## src/rtl/rks_pkg.sv

```systemverilog
`timescale 1ns/1ps
// Shared constants for the RKS tape loader: FSM state codes, format-error codes, accepted index.
// Latency: n/a (package only).
// Backpressure: n/a.
package rks_pkg;

    // ioctl download index that carries RKS images
    localparam logic [4:0] RKS_INDEX = 5'd1;

    // FSM state codes; HDR0..CS_LO are contiguous so "loading" is a range test
    localparam logic [3:0] ST_IDLE  = 4'd0;
    localparam logic [3:0] ST_HDR0  = 4'd1;
    localparam logic [3:0] ST_HDR1  = 4'd2;
    localparam logic [3:0] ST_HDR2  = 4'd3;
    localparam logic [3:0] ST_HDR3  = 4'd4;
    localparam logic [3:0] ST_DATA  = 4'd5;
    localparam logic [3:0] ST_CS_HI = 4'd6;
    localparam logic [3:0] ST_CS_LO = 4'd7;
    localparam logic [3:0] ST_DONE  = 4'd8;
    localparam logic [3:0] ST_ERR   = 4'd9;

    // fmt_err codes
    localparam logic [1:0] FE_NONE  = 2'd0;
    localparam logic [1:0] FE_RANGE = 2'd1;
    localparam logic [1:0] FE_TRUNC = 2'd2;
    localparam logic [1:0] FE_OVR   = 2'd3;

endpackage

```

## src/rtl/rks_loader_if.sv

```systemverilog
`timescale 1ns/1ps
// Bundle of the ioctl download stream, the sram write port and the status outputs of rks_loader.
// Latency: n/a (wiring only).
// Backpressure: ram_we is held until ram_ack; the ioctl side has no backpressure.
// master = host/top level side, slave = the loader.
interface rks_loader_if;
    logic        ioctl_download;
    logic [4:0]  ioctl_index;
    logic        ioctl_wr;
    logic [7:0]  ioctl_data;
    logic        ram_we;
    logic        ram_ack;
    logic [24:0] ram_addr;
    logic [7:0]  ram_din;
    logic [15:0] run_addr;
    logic        busy;
    logic        done;
    logic        cs_err;
    logic [1:0]  fmt_err;

    modport master (
        output ioctl_download, ioctl_index, ioctl_wr, ioctl_data, ram_ack,
        input  ram_we, ram_addr, ram_din, run_addr, busy, done, cs_err, fmt_err
    );

    modport slave (
        input  ioctl_download, ioctl_index, ioctl_wr, ioctl_data, ram_ack,
        output ram_we, ram_addr, ram_din, run_addr, busy, done, cs_err, fmt_err
    );
endinterface

```

## src/rtl/rks_csum.sv

```systemverilog
`timescale 1ns/1ps
// RKS payload checksum accumulator: 16-bit {hi,lo}, lo carry feeds hi except on the final byte.
// Latency: cs reflects a byte one cycle after en.
// Backpressure: none; accumulates whenever en is high.
// Ports: clk_sys/reset, clr (restart at 0), en (byte valid), last (final payload byte), byte_in, cs.
module rks_csum (
    input  logic        clk_sys,
    input  logic        reset,
    input  logic        clr,
    input  logic        en,
    input  logic        last,
    input  logic [7:0]  byte_in,
    output logic [15:0] cs
);
    logic [8:0] lo_sum;

    assign lo_sum = {1'b0, cs[7:0]} + {1'b0, byte_in};

    always_ff @(posedge clk_sys or posedge reset) begin
        if (reset) begin
            cs <= '0;
        end else if (clr) begin
            cs <= '0;
        end else if (en) begin
            cs[7:0] <= lo_sum[7:0];
            // the final byte only touches the low half
            if (!last) begin
                cs[15:8] <= cs[15:8] + byte_in + {7'd0, lo_sum[8]};
            end
        end
    end
endmodule

```

## src/rtl/rks_loader.sv

```systemverilog
`timescale 1ns/1ps
// RKS tape image parser: header/payload/checksum from the ioctl stream into addressed sram writes.
// Latency: a byte is seen 3 clk_sys after ioctl_wr rises; ram_we follows on the next edge.
// Backpressure: ram_we held until ram_ack; a byte arriving while a write is still pending is an overrun error.
// Ports: clk_sys, reset, io (slave side of rks_loader_if: ioctl stream in, ram write port and status out).
module rks_loader
    import rks_pkg::*;
#(
    parameter logic [24:0] BASE     = 25'h0000000,
    parameter bit          CHECK_EN = 1'b1
) (
    input  logic         clk_sys,
    input  logic         reset,
    rks_loader_if.slave  io
);
    logic        wr_s1, wr_s2, wr_s3;
    logic [7:0]  dat_s1, dat_s2;
    logic        sess_q, dl_q;
    logic [3:0]  state;
    logic [15:0] start_a, end_a, ptr;
    logic [7:0]  cs_hi_rx;
    logic [15:0] cs;

    logic byte_stb, sess_now, sess_start, in_load, abort, we_busy, take_data, is_last;

    // data travels through the same two stages as the strobe so both line up
    assign byte_stb   = wr_s2 & ~wr_s3;
    assign sess_now   = io.ioctl_download && (io.ioctl_index == RKS_INDEX);
    assign sess_start = sess_now & ~sess_q;
    assign in_load    = (state >= ST_HDR0) && (state <= ST_CS_LO);
    assign abort      = dl_q && !io.ioctl_download && in_load;
    // an ack in this cycle retires the old write, so a byte arriving now is not an overrun
    assign we_busy    = io.ram_we && !io.ram_ack;
    assign is_last    = (ptr == end_a);
    assign take_data  = (state == ST_DATA) && byte_stb && !we_busy && !abort && !sess_start;

    rks_csum u_csum (
        .clk_sys (clk_sys),
        .reset   (reset),
        .clr     (sess_start),
        .en      (take_data),
        .last    (is_last),
        .byte_in (dat_s2),
        .cs      (cs)
    );

    always_ff @(posedge clk_sys or posedge reset) begin
        if (reset) begin
            wr_s1       <= 1'b0;
            wr_s2       <= 1'b0;
            wr_s3       <= 1'b0;
            dat_s1      <= '0;
            dat_s2      <= '0;
            sess_q      <= 1'b0;
            dl_q        <= 1'b0;
            state       <= ST_IDLE;
            start_a     <= '0;
            end_a       <= '0;
            ptr         <= '0;
            cs_hi_rx    <= '0;
            io.ram_we   <= 1'b0;
            io.ram_addr <= '0;
            io.ram_din  <= '0;
            io.run_addr <= '0;
            io.busy     <= 1'b0;
            io.done     <= 1'b0;
            io.cs_err   <= 1'b0;
            io.fmt_err  <= FE_NONE;
        end else begin
            wr_s1  <= io.ioctl_wr;
            wr_s2  <= wr_s1;
            wr_s3  <= wr_s2;
            dat_s1 <= io.ioctl_data;
            dat_s2 <= dat_s1;
            sess_q <= sess_now;
            dl_q   <= io.ioctl_download;

            // a pending write retires on ack in every state, including ERR
            if (io.ram_ack) begin
                io.ram_we <= 1'b0;
            end

            if (sess_start) begin
                state      <= ST_HDR0;
                io.busy    <= 1'b1;
                io.done    <= 1'b0;
                io.cs_err  <= 1'b0;
                io.fmt_err <= FE_NONE;
                io.ram_we  <= 1'b0;
            end else if (abort) begin
                state      <= ST_ERR;
                io.busy    <= 1'b0;
                io.fmt_err <= FE_TRUNC;
            end else if (byte_stb) begin
                case (state)
                    ST_HDR0: begin
                        start_a[7:0] <= dat_s2;
                        state        <= ST_HDR1;
                    end
                    ST_HDR1: begin
                        start_a[15:8] <= dat_s2;
                        state         <= ST_HDR2;
                    end
                    ST_HDR2: begin
                        end_a[7:0] <= dat_s2;
                        state      <= ST_HDR3;
                    end
                    ST_HDR3: begin
                        end_a[15:8] <= dat_s2;
                        if ({dat_s2, end_a[7:0]} < start_a) begin
                            io.fmt_err <= FE_RANGE;
                            io.busy    <= 1'b0;
                            state      <= ST_ERR;
                        end else begin
                            ptr         <= start_a;
                            io.run_addr <= start_a;
                            state       <= ST_DATA;
                        end
                    end
                    ST_DATA, ST_CS_HI, ST_CS_LO: begin
                        if (we_busy) begin
                            // pending write still completes on its ack; this byte is dropped
                            io.fmt_err <= FE_OVR;
                            io.busy    <= 1'b0;
                            state      <= ST_ERR;
                        end else if (state == ST_DATA) begin
                            io.ram_din  <= dat_s2;
                            io.ram_addr <= BASE + {9'd0, ptr};
                            io.ram_we   <= 1'b1;
                            // compare before increment so end=FFFF never wraps
                            if (is_last) begin
                                state <= ST_CS_HI;
                            end else begin
                                ptr <= ptr + 16'd1;
                            end
                        end else if (state == ST_CS_HI) begin
                            cs_hi_rx <= dat_s2;
                            state    <= ST_CS_LO;
                        end else begin
                            if (CHECK_EN && ({cs_hi_rx, dat_s2} != cs)) begin
                                io.cs_err <= 1'b1;
                            end
                            io.done <= 1'b1;
                            io.busy <= 1'b0;
                            state   <= ST_DONE;
                        end
                    end
                    default: ; // IDLE, DONE and ERR ignore bytes
                endcase
            end
        end
    end
endmodule

```

## src/flat_wrapper.sv

```systemverilog
// flat-port wrapper written by rule: the top's interface ports become plain ports
module rks_loader_flat import rks_pkg::*;
#(
    parameter logic [24:0] BASE     = 25'h0000000,
    parameter bit          CHECK_EN = 1'b1
)
  (clk_sys, reset, io_ioctl_download, io_ioctl_index, io_ioctl_wr, io_ioctl_data, io_ram_ack, io_ram_we, io_ram_addr, io_ram_din, io_run_addr, io_busy, io_done, io_cs_err, io_fmt_err);
  rks_loader_if io_i ();
  input  logic clk_sys;
  input  logic reset;
  input wire logic [$bits(io_i.ioctl_download)-1:0] io_ioctl_download;
  input wire logic [$bits(io_i.ioctl_index)-1:0] io_ioctl_index;
  input wire logic [$bits(io_i.ioctl_wr)-1:0] io_ioctl_wr;
  input wire logic [$bits(io_i.ioctl_data)-1:0] io_ioctl_data;
  input wire logic [$bits(io_i.ram_ack)-1:0] io_ram_ack;
  output wire logic [$bits(io_i.ram_we)-1:0] io_ram_we;
  output wire logic [$bits(io_i.ram_addr)-1:0] io_ram_addr;
  output wire logic [$bits(io_i.ram_din)-1:0] io_ram_din;
  output wire logic [$bits(io_i.run_addr)-1:0] io_run_addr;
  output wire logic [$bits(io_i.busy)-1:0] io_busy;
  output wire logic [$bits(io_i.done)-1:0] io_done;
  output wire logic [$bits(io_i.cs_err)-1:0] io_cs_err;
  output wire logic [$bits(io_i.fmt_err)-1:0] io_fmt_err;
  assign io_i.ioctl_download = io_ioctl_download;
  assign io_i.ioctl_index = io_ioctl_index;
  assign io_i.ioctl_wr = io_ioctl_wr;
  assign io_i.ioctl_data = io_ioctl_data;
  assign io_i.ram_ack = io_ram_ack;
  assign io_ram_we = io_i.ram_we;
  assign io_ram_addr = io_i.ram_addr;
  assign io_ram_din = io_i.ram_din;
  assign io_run_addr = io_i.run_addr;
  assign io_busy = io_i.busy;
  assign io_done = io_i.done;
  assign io_cs_err = io_i.cs_err;
  assign io_fmt_err = io_i.fmt_err;
  rks_loader #(.BASE(BASE), .CHECK_EN(CHECK_EN)) u_core (.clk_sys(clk_sys), .reset(reset), .io(io_i));
endmodule
```

## config.mk

```make
export PLATFORM = sky130hd
export DESIGN_NAME = rks_loader_flat
export DESIGN_NICKNAME = d
export VERILOG_FILES = /design/src/rtl/rks_pkg.sv /design/src/rtl/rks_loader_if.sv /design/src/rtl/rks_csum.sv /design/src/rtl/rks_loader.sv /design/src/flat_wrapper.sv
export SDC_FILE = /design/constraint.sdc
export NUM_CORES = 1
export LEC_CHECK = 0
export BUFFER_PORTS_ARGS = -buffer_cell sky130_fd_sc_hd__buf_2
export CAP_MARGIN = 40
export CORE_MARGIN = 4
export CORE_UTILIZATION = 55
export CTS_BUF_LIST = sky130_fd_sc_hd__clkbuf_2
export DETAILED_ROUTE_END_ITERATION = 6
export PLACE_DENSITY = 0.77
export SLEW_MARGIN = 10
export SYNTH_ARGS = -nofsm -noshare
export SYNTH_HDL_FRONTEND = slang
export SYNTH_SLANG_ARGS = --single-unit
```

## constraint.sdc

```tcl
create_clock -name clk_sys -period 4.76 [get_ports clk_sys]
set_clock_uncertainty 0.05 [all_clocks]
set_input_delay 0 -clock clk_sys [delete_from_list [all_inputs] [get_ports clk_sys]]
set_output_delay 0 -clock clk_sys [all_outputs]
set_load 0.01 [all_outputs]
```

# After elaboration in Yosys (flattened, before gate mapping)
# Index checks and enable logic that the tools add are counted.
# W data, S select, Z words.
dict set report op_classes {
  add_sub_neg 4
  magnitude_cmp 3
  n_eq_ne 24
  muxes 53
  bitwise 9
  n_reduce_logical 37
}
# cell n
set ops {}
lappend ops {{$mux W16} 6}
lappend ops {{$mux W4} 8}
lappend ops {{$pmux W16 S2} 1}
lappend ops {{$mux W1} 29}
lappend ops {{$pmux W4 S5} 1}
lappend ops {{$reduce_and A4 Y1} 5}
lappend ops {{$add A16 B1 Y16 const B} 1}
lappend ops {{$eq A16 B16 Y1} 1}
lappend ops {{$eq A4 B3 Y1 const B} 4}
lappend ops {{$lt A16 B16 Y1} 1}
lappend ops {{$ne A16 B16 Y1} 1}
lappend ops {{$reduce_and A7 Y1} 2}
lappend ops {{$ne A2 B1 Y1 const B} 6}
lappend ops {{$reduce_and A6 Y1} 2}
lappend ops {{$mux W2} 5}
lappend ops {{$ne A5 B2 Y1 const B} 2}
lappend ops {{$reduce_and A5 Y1} 2}
lappend ops {{$reduce_bool A2 Y1} 5}
lappend ops {{$add A8 B8 Y9} 1}
lappend ops {{$logic_and A1 B1 Y1} 9}
lappend ops {{$add A8 B1 Y8} 1}
lappend ops {{$add A8 B8 Y8} 1}
lappend ops {{$eq A4 B2 Y1 const B} 2}
lappend ops {{$mux W8} 1}
lappend ops {{other kinds (19)} 33}
dict set report totals {
  ff_bits 143
  inputBits 18
  output_inout_bits 55
}

# Longest topological paths before layout
# Gate-level depths: netlist (run 1).
dict set report depth {
  ltp_word 9
  depth_mapped 16
  ltp_nobuf 16
}

# Modules after synthesis
# Synthesis (run 1) repeated with hierarchy kept, for this count alone.
dict set report unflattened {
  cells_unflattened 675
  hier_area_um2 7504.7
}
# mod n_inst cells_per_inst area_each_um2 seq_area_each_um2
set modules_own_cells {}
lappend modules_own_cells {rks_loader 1 524 6178.4 3178.0}
lappend modules_own_cells {rks_csum 1 151 1326.3 400.4}

# Least setup slack after synthesis (run 1)
# No wires, ideal clock.
dict set report synth_timing {
  path_kind {reg-to-reg}
  from {reg u_core.dat_s2[0]}
  to {reg u_core.u_csum.cs[14]}
  arrival_time_ns 3.385
  required_ns 4.628
  setup_slack_ns 1.243
  path_stages_with_launch 17
  path_buffers 0
  path_cell_list {dfrtp_1 > ha_1 > fa_1 > a21o_1 > a21oi_1 > o21bai_1 > a21oi_1 > o21bai_1 > a21oi_1 > fa_1 > fa_1 > nor2b_1 > o21ai_0 > a21oi_1 > o21a_1 > or4b_1 > a31oi_1}
}
dict set report synth_between {
  elab_chain_len 5
  elab_cells_between_ends 6
  cone_classes {3 x add/sub; 3 x mux}
}
# item line
set synth_lines {}
lappend synth_lines {{start: declaration} rks_loader.sv:17} ;# logic [7:0] dat_s1, dat_s2;
lappend synth_lines {{start signal: assignment} rks_loader.sv:74} ;# dat_s2 <= dat_s1;
lappend synth_lines {{$add A8 B8 Y8 or $add A8 B8 Y9 (tied branches)} {rks_csum.sv:28, rks_csum.sv:17}}
lappend synth_lines {{$add A8 B1 Y8 (*)} rks_csum.sv:28} ;# cs[15:8] <= cs[15:8] + byte_in + {7'd0, lo_sum[8]};
lappend synth_lines {{$mux W8 (*)} rks_csum.sv:27} ;# if (!last) begin
lappend synth_lines {{$mux W16 (*)} rks_csum.sv:24} ;# end else if (en) begin
lappend synth_lines {{$mux W16 (*)} rks_csum.sv:22} ;# end else if (clr) begin
lappend synth_lines {{end signal: assignment} rks_csum.sv:28}
lappend synth_lines {{end: declaration} rks_csum.sv:13} ;# output logic [15:0] cs
# Mark *: on every way between the ends. The rest lies on a longest branch, timed or not. The select of a mux whose other input is x is not followed.
# A chain may end at the register's enable or synchronous reset.

# Final worst setup path (run 1)
# Same ends and word-level chain as after synthesis.

==> results of run 1 <==
==> stage by stage <==
step | utilization [%] | hold slack (ns)
after floorplan | - | -0.0186
after global placement | 60.4 | 0.0577
final | 65.0 | 0.0708
after detailed placement | 60.6 | -0.0622
after global routing | 65.0 | 0.0602
after CTS | 64.9 | 0.0134
==> routing by layer <==
metal	wire, microns	vias up
met3	1100	34
met2	8600	194
met1	7530	2751
met5	0	-
li1	-	2597
met4	348	0
==> area by class of cell <==
type	count	share of cell area (%)
Clock inverter	13	1.71
Inverter	42	1.94
Multi-Input combinational cell	455	41.1
Antenna cell	1	0.0299
Tap cell	172	2.57
Sequential cell	143	42.8
Clock buffer	18	1.08
Timing Repair Buffer	105	8.74
==> where the power goes <==
part | switching (mW) | internal, mW | leakage [nW] | total, mW
logic | 0.969 | 0.905 | 1.96 | 1.87
clock network | 0.450 | 0.243 | 0.142 | 0.693
registers | 0.475 | 1.65 | 1.83 | 2.12
total | 1.89 | 2.80 | 3.93 | 4.69
==> final timing paths <==
| kind | to | cells after the start |
|---|---|---|
| worst max-delay path | u_core.u_csum.cs[14] | 16 |
| worst min-delay path | u_core.io.busy | 4 |
| worst max register to register | u_core.u_csum.cs[14] | 16 |
| worst min register to register | u_core.dat_s2[0] | 0 |
| max in group asynchronous | u_core.cs_hi_rx[1] | 5 |
| min in group asynchronous | u_core.wr_s2 | 4 |
==> logic make-up after synthesis <==
group / count (synthesis) / synth area share, %
other: 1 / 0.0510
adder cells (fa/ha/maj): 34 / 6.06
multiplexers: 63 / 9.99
AO/OA/AOI/OAI: 152 / 14.6
XOR/XNOR: 31 / 3.69
buffers and inverters: 79 / 5.00
AND/OR/NAND/NOR: 166 / 11.9
flip-flops: 143 / 48.7
==> flip-flops by register name (all words and copies together), names as in the netlist <==
name                cells
u_core.end_a           16
u_core.io.ram_addr     16
u_core.io.run_addr     16
u_core.ptr             16
u_core.start_a         16
u_core.u_csum.cs       16
u_core.cs_hi_rx         8
u_core.dat_s1           8
u_core.dat_s2           8
u_core.io.ram_din       8
u_core.state            4
u_core.io.fmt_err       2
u_core.dl_q             1
u_core.io.busy          1
u_core.io.cs_err        1
u_core.io.done          1
u_core.io.ram_we        1
u_core.sess_q           1
u_core.wr_s1            1
u_core.wr_s2            1
u_core.wr_s3            1
==> repair_timing <==
item	CTS	global route
hold buffers	32	0
endpoints found under the hold margin	184	0
setup endpoints to repair	0	0
gates resized for setup	0	0
==> cell usage in the layout, fill, tap and decap left out, drive strengths merged, types with 3 or more instances in the layout <==
cell / netlist / routed
a211oi: 4 / 4
a21o: 3 / 3
a21oi: 24 / 24
a221oi: 9 / 9
a22oi: 4 / 4
a311oi: 7 / 7
a31oi: 4 / 4
and2: 3 / 3
and3: 5 / 5
buf: 26 / 73
clkbuf: 11 / 18
clkinv: 0 / 9
conb: 1 / 9
dfrtp: 143 / 143
dlygate4sd3: 0 / 32
fa: 3 / 3
ha: 30 / 30
inv: 42 / 43
mux2: 59 / 59
mux2i: 4 / 4
nand2: 56 / 56
nand2b: 9 / 9
nand3: 12 / 12
nand4: 8 / 8
nor2: 31 / 31
nor2b: 6 / 6
nor3: 12 / 12
nor4: 8 / 8
o211ai: 4 / 4
o21a: 7 / 7
o21ai: 44 / 44
o21bai: 5 / 5
o221ai: 7 / 7
o22ai: 7 / 7
o2bb2ai: 4 / 4
or3: 5 / 5
or4: 3 / 3
xnor2: 27 / 27
xor2: 4 / 4
==> worst register-to-register path, stage by stage, from the launching register on <==
cell and delay [ns]:
dfrtp_1 0.48, ha_1 0.24, fa_1 0.42, a21o_1 0.18, a21oi_1 0.22, o21bai_1 0.09
a21oi_1 0.22, o21bai_1 0.09, a21oi_1 0.21, fa_1 0.24, fa_1 0.23, nor2b_1 0.06
o21ai_0 0.22, a21oi_1 0.13, o21a_1 0.19, or4b_1 0.47, a31oi_1 0.17
==> flow_summary_export.csv, run 1 <==
group,metric,value,unit
sta,min_period_over_period,83.7,%
critical_path,cp_top_family,"compound AO/OA/AOI/OAI gates",
detailed_routing,vias,5576,
clock_tree,clkSinkCount,143,
die,rows,41,
die,core,0.0129,sq mm
placement,finalWeightedCongestion,0.929,
critical_path,rrSetupSlack,0.78,ns
detailed_routing,wl_per_cell,18.5,microns
global_route,top_usage_layer,"met2",
critical_path,cpPeakStageDelay,0.48,ns
clock_tree,cts_tree,"built",
clock_tree,postCtsSetupBuffers,0,
detailed_routing,viasPerCell,5.88,
detailed_routing,drt.antenna.violating_nets,0,
yosys,yosysSeqAreaShare,48.7,%
power_and_ir_drop,p_leak,3.93,nW
power_and_ir_drop,power_per_cell_area,561,mW/mm^2
final_layout,fill_cells,1025,
critical_path,slowest_stage,"dfrtp_1",
detailed_routing,dr.first_iter.drc_count,418,
final_layout,fin_area,0.00836,sq mm
sta,report.final.setup_viol,0,
final_layout,nets,815,
yosys,ys_types,74,
placement,dpl_cell_area,0.00781,sq mm
yosys,yosysTopAreaCell,"dfrtp_1",
sta,tightest_slew,0.912,ns
yosys,netlist_area,0.00735,sq mm
yosys,postSynthAreaPerCell,11.0,sq um
yosys,syn_inst,669,
critical_path,r2r_start,"u_core.dat_s2[0]",
hold_path,holdCritPathClass,"in -> reg",
yosys,synth_ff_type,"dfrtp_1",
placement,place_hpwl,12500,microns
outcome,outcome,"complete, no violations",
yosys,yosys_register_bits,143,
sta,period_needed,3.98,ns
sta,rsz0062_at_grt,"no",
critical_path,cp.buffers_inverters,0,
placement,port-buffer-count,63,
detailed_routing,first_pass_iters,5,
critical_path,cp_data_required_time,5.38,ns
yosys,synth_warnings,0,
global_route,antenna_found_initial,1,
clock_tree,clockBufferDepth,2,
sta,finalWorstSetupSlack,0.776,ns
final_layout,instances_no_fill,949,
sta,slew_headroom,38.8,%
yosys,synth_most_common_cell,"dfrtp_1",
sta,hold_viol,0,
critical_path,arrival,4.60,ns
final_layout,drive_above_1_share,18.4,%
clock_tree,numCtsBuffers,17,
die,ios,73,
power_and_ir_drop,fin_total_pwr,4.69,mW
yosys,yosysTopAreaCellShare,48.7,%
final_layout,syn_to_final_growth,13.8,%
global_route,grtUsageMet3,5.81,%
global_route,grt_max_degree,73,
sta,tns,0,ns
clock_tree,clkTransAtPathRegs,0.23,ns
critical_path,startpoint,"u_core.dat_s2[0]",
yosys,netlist_top_cells_count,"143 x dfrtp_1, 54 x nand2_1, 42 x inv_1, 40 x mux2_1, 30 x ha_1",
global_route,met2_usage,40.6,%
critical_path,crit_fanout,6,
power_and_ir_drop,ir_worst_vdd,0.296,mV
detailed_routing,wl,17600,microns
critical_path,crit_type,"reg -> reg",
detailed_routing,drc,0,
clock_tree,clkLatencyLatePin,0.75,ns
global_route,grt_pass1_wl,28900,microns
final_layout,seq_area,0.00358,sq mm
flow_run,drv_cap,0,
final_layout,multi_input_area,0.00344,sq mm
critical_path,path_cells,"ha_1 > fa_1 > a21o_1 > a21oi_1 > o21bai_1 > a21oi_1 > o21bai_1 > a21oi_1 > fa_1 > fa_1 > nor2b_1 > o21ai_0 > a21oi_1 > o21a_1 > or4b_1 > a31oi_1",
clock_tree,htreeDepth,4,
global_route,gr-total-overflow,0,
die,die_y,124,microns
placement,dp_cells,885,
critical_path,cp-end-kind,"register",
die,fp.dieW,124,microns
sta,max_freq,0.251,GHz
global_route,grt_use_met1,33.1,%
clock_tree,cts-root-buf,"clkbuf_2",
die,die_area,0.0153,sq mm
placement,place_ws,0.933,ns
yosys,synth_area_leaders,"dfrtp_1 49%, mux2_1 6.1%, ha_1 5.1%",
die,initial_utilization,57.1,%
yosys,async_reset_ff_share,100,%
sta,drv_slew,0,
yosys,synth_edf_count,0,
critical_path,critPathLaunchType,"register",
global_route,grtUsageTotal,24.9,%
critical_path,cpMostUsedCell,"a21oi_1",
global_route,first_global_vias,5628,
hold_path,worst_hold_startpoint,"io_ioctl_index[4]",
No activity file was read; power rests on OpenSTA's default activity.
==> run 2, diff against run 1 <==
--- a/config.mk
+++ b/config.mk
@@ -11,7 +11,7 @@
 export CORE_UTILIZATION = 55
 export CTS_BUF_LIST = sky130_fd_sc_hd__clkbuf_2
 export DETAILED_ROUTE_END_ITERATION = 6
-export PLACE_DENSITY = 0.77
+export PLACE_DENSITY = 0.8
 export SLEW_MARGIN = 10
 export SYNTH_ARGS = -nofsm -noshare
 export SYNTH_HDL_FRONTEND = slang
==> constraint.sdc (replaced) <==
create_clock -name clk_sys -period 3.5 [get_ports clk_sys]
set_clock_uncertainty 0.05 [all_clocks]
set_input_delay 0 -clock clk_sys [delete_from_list [all_inputs] [get_ports clk_sys]]
set_output_delay 0 -clock clk_sys [all_outputs]
set_load 0.01 [all_outputs]
==> flow_summary_export.csv, run 2 (same netlist as run 1, synthesis figures left out) <==
group,metric,value,unit
outcome,outcome,"finished, violations left",
outcome,violations,"negative setup slack",
critical_path,cpMostUsedCell,"a21oi_2",
power_and_ir_drop,p_int,4.07,mW
critical_path,crit_fanout,2,
final_layout,nets,829,
power_and_ir_drop,p_leak,4.02,nW
critical_path,slowest_stage,"or4b_4",
clock_tree,clkTransAtPathRegs,0.21,ns
placement,port-buffer-count,63,
clock_tree,htreeDepth,4,
final_layout,fin_area,0.00855,sq mm
final_layout,syn_to_final_growth,16.3,%
sta,finalWorstSetupSlack,-0.0411,ns
hold_path,holdPathStages,4,
die,ios,73,
global_route,grt_max_degree,111,
clock_tree,cts_tree,"built",
critical_path,arrival,4.18,ns
critical_path,cp-end-kind,"register",
global_route,gr-total-overflow,0,
critical_path,path_cells,"ha_2 > fa_2 > a21o_1 > a21oi_2 > o21bai_1 > a21oi_2 > o21bai_1 > a21oi_2 > fa_2 > fa_2 > nor2b_2 > o21ai_2 > a21oi_2 > o21a_1 > or4b_4 > a31oi_1",
global_route,antenna_found_initial,1,
clock_tree,clockBufferDepth,2,
critical_path,cpPeakStageDelay,0.48,ns
flow_run,drv_cap,0,
final_layout,seq_area,0.00358,sq mm
placement,dp_cells,898,
final_layout,fill_cells,1027,
power_and_ir_drop,switching_share,39.1,%
sta,tightest_slew,0.816,ns
detailed_routing,drt.antenna.violating_nets,0,
clock_tree,clkSinkCount,143,
detailed_routing,wl,18000,microns
die,initial_utilization,57.1,%
placement,dpl_cell_area,0.00790,sq mm
power_and_ir_drop,clkPwrFrac,17.2,%
detailed_routing,vias,5746,
final_layout,multi_input_area,0.00348,sq mm
final_layout,final_common_cell,"dfrtp_1",
global_route,first_global_vias,5790,
global_route,grtUsageTotal,25.1,%
clock_tree,clkLatencyLatePin,0.76,ns
power_and_ir_drop,seq_power_share,43.1,%
detailed_routing,viasPerCell,5.97,
clock_tree,numCtsBuffers,17,
critical_path,worst_r2r_path_depth,16,
detailed_routing,first_pass_iters,4,
critical_path,cp_data_required_time,4.14,ns
die,die_area,0.0153,sq mm
placement,finalWeightedCongestion,0.910,
die,core,0.0129,sq mm
critical_path,crit_type,"reg -> reg",
sta,report.final.setup_viol,1,
critical_path,cp_num_cells,16,
power_and_ir_drop,combPwrFrac,39.7,%
sta,whs,0.0407,ns
sta,min_period_over_period,101,%
sta,drv_slew,0,
hold_path,holdCritPathClass,"in -> reg",
critical_path,cp.buffers_inverters,0,
power_and_ir_drop,ir_worst_vdd,0.379,mV
final_layout,instances_no_fill,963,
critical_path,cp_top_family,"compound AO/OA/AOI/OAI gates",
detailed_routing,drc,0,
sta,period_needed,3.54,ns
clock_tree,cts-root-buf,"clkbuf_2",
global_route,grt_pass1_wl,29400,microns
power_and_ir_drop,fin_total_pwr,6.68,mW
die,rows,41,
die,fp.dieW,124,microns
sta,slew_headroom,45.2,%
placement,place_ws,-0.260,ns
detailed_routing,wl_per_cell,18.7,microns
power_and_ir_drop,power_per_cell_area,782,mW/mm^2
detailed_routing,dr.first_iter.drc_count,470,
final_layout,final_cell_mix,"143 x dfrtp_1, 63 x buf_2, 54 x nand2_1",
final_layout,drive_above_1_share,21.5,%
sta,rsz0062_at_grt,"yes",
sta,hold_viol,0,
die,die_y,124,microns
power_and_ir_drop,switchingPower,2.61,mW
sta,max_freq,0.282,GHz
placement,place_hpwl,12900,microns
critical_path,critPathLaunchType,"register",
-- run 2: changes by cell type in the layout (fill, tap and decap cells not counted), sizes merged --
cell         delta
buf            +15
bufinv          +3
clkinvlp        +1
clkinv          -4
inv             -2
dlygate4sd3     -1
clkbuf          +2
-- run 2: power by group through the flow --
stage                     Sequential [mW]  Combinational (mW)  Clock (mW)
after floorplan                      2.76                1.86           0
after global placement               2.86                2.44           0
after detailed placement             2.90                2.56           0
after CTS                            2.86                2.63        1.17
after global routing                 2.95                2.96        1.24
final                                2.88                2.65        1.15
-- run 2: area by class of cell --
cell class / instances / area share [%]
sequential: 143 / 41.9
multi-input combinational: 455 / 40.7
timing repair buffer: 119 / 9.66
tap: 172 / 2.52
clock inverter: 11 / 2.22
inverter: 42 / 1.89
clock buffer: 20 / 1.17
antenna: 1 / 0.0293
-- run 2: through the flow --
step | TNS [ns] | util [%]
finish | -0.0411 | 66.4
global route | -0.164 | 66.4
CTS | -0.0851 | 66.2
detailed placement | -0.260 | 61.3
global placement | -0.0882 | 61.3
floorplan | 0 | -
-- run 2: routing by layer --
metal  vias up  share of wire, %  track usage, %  wire [microns]
li1       2617                 -               -               -
met4         0               2.6            9.97             471
met5         -                 0               0               0
met2       266                47            40.8            8530
met3        44               7.0            4.86            1260
met1      2819                43            33.2            7740
-- run 2: worst register-to-register path, cell delays in order (launching register included) --
cell and delay (ns):
dfrtp_1 0.44, ha_2 0.21, fa_2 0.36, a21o_1 0.18, a21oi_2 0.17, o21bai_1 0.10
a21oi_2 0.16, o21bai_1 0.10, a21oi_2 0.15, fa_2 0.24, fa_2 0.23, nor2b_2 0.06
o21ai_2 0.17, a21oi_2 0.08, o21a_1 0.19, or4b_4 0.48, a31oi_1 0.13
-- run 2: final timing paths --
check	from	slack [ns]	endpoint
max in group asynchronous	reset	1.97	u_core.dat_s2[5]
min	io_ioctl_index[1]	0.04	u_core.io.busy
max reg2reg	u_core.u_csum.cs[0]	-0.04	u_core.u_csum.cs[14]
max	u_core.u_csum.cs[0]	-0.04	u_core.u_csum.cs[14]
min in group asynchronous	reset	0.43	u_core.u_csum.cs[13]
min reg2reg	u_core.dat_s1[7]	0.33	u_core.dat_s2[7]
-- run 2: timing repair --
item / in CTS / in global routing
buffers inserted: 2 / 0
endpoints found under the setup margin: 1 / 1
gates cloned: 0 / 0
hold buffers: 31 / 0
pin swaps: 8 / 4
resized for setup: 7 / 5
hold endpoints to repair: 181 / 0
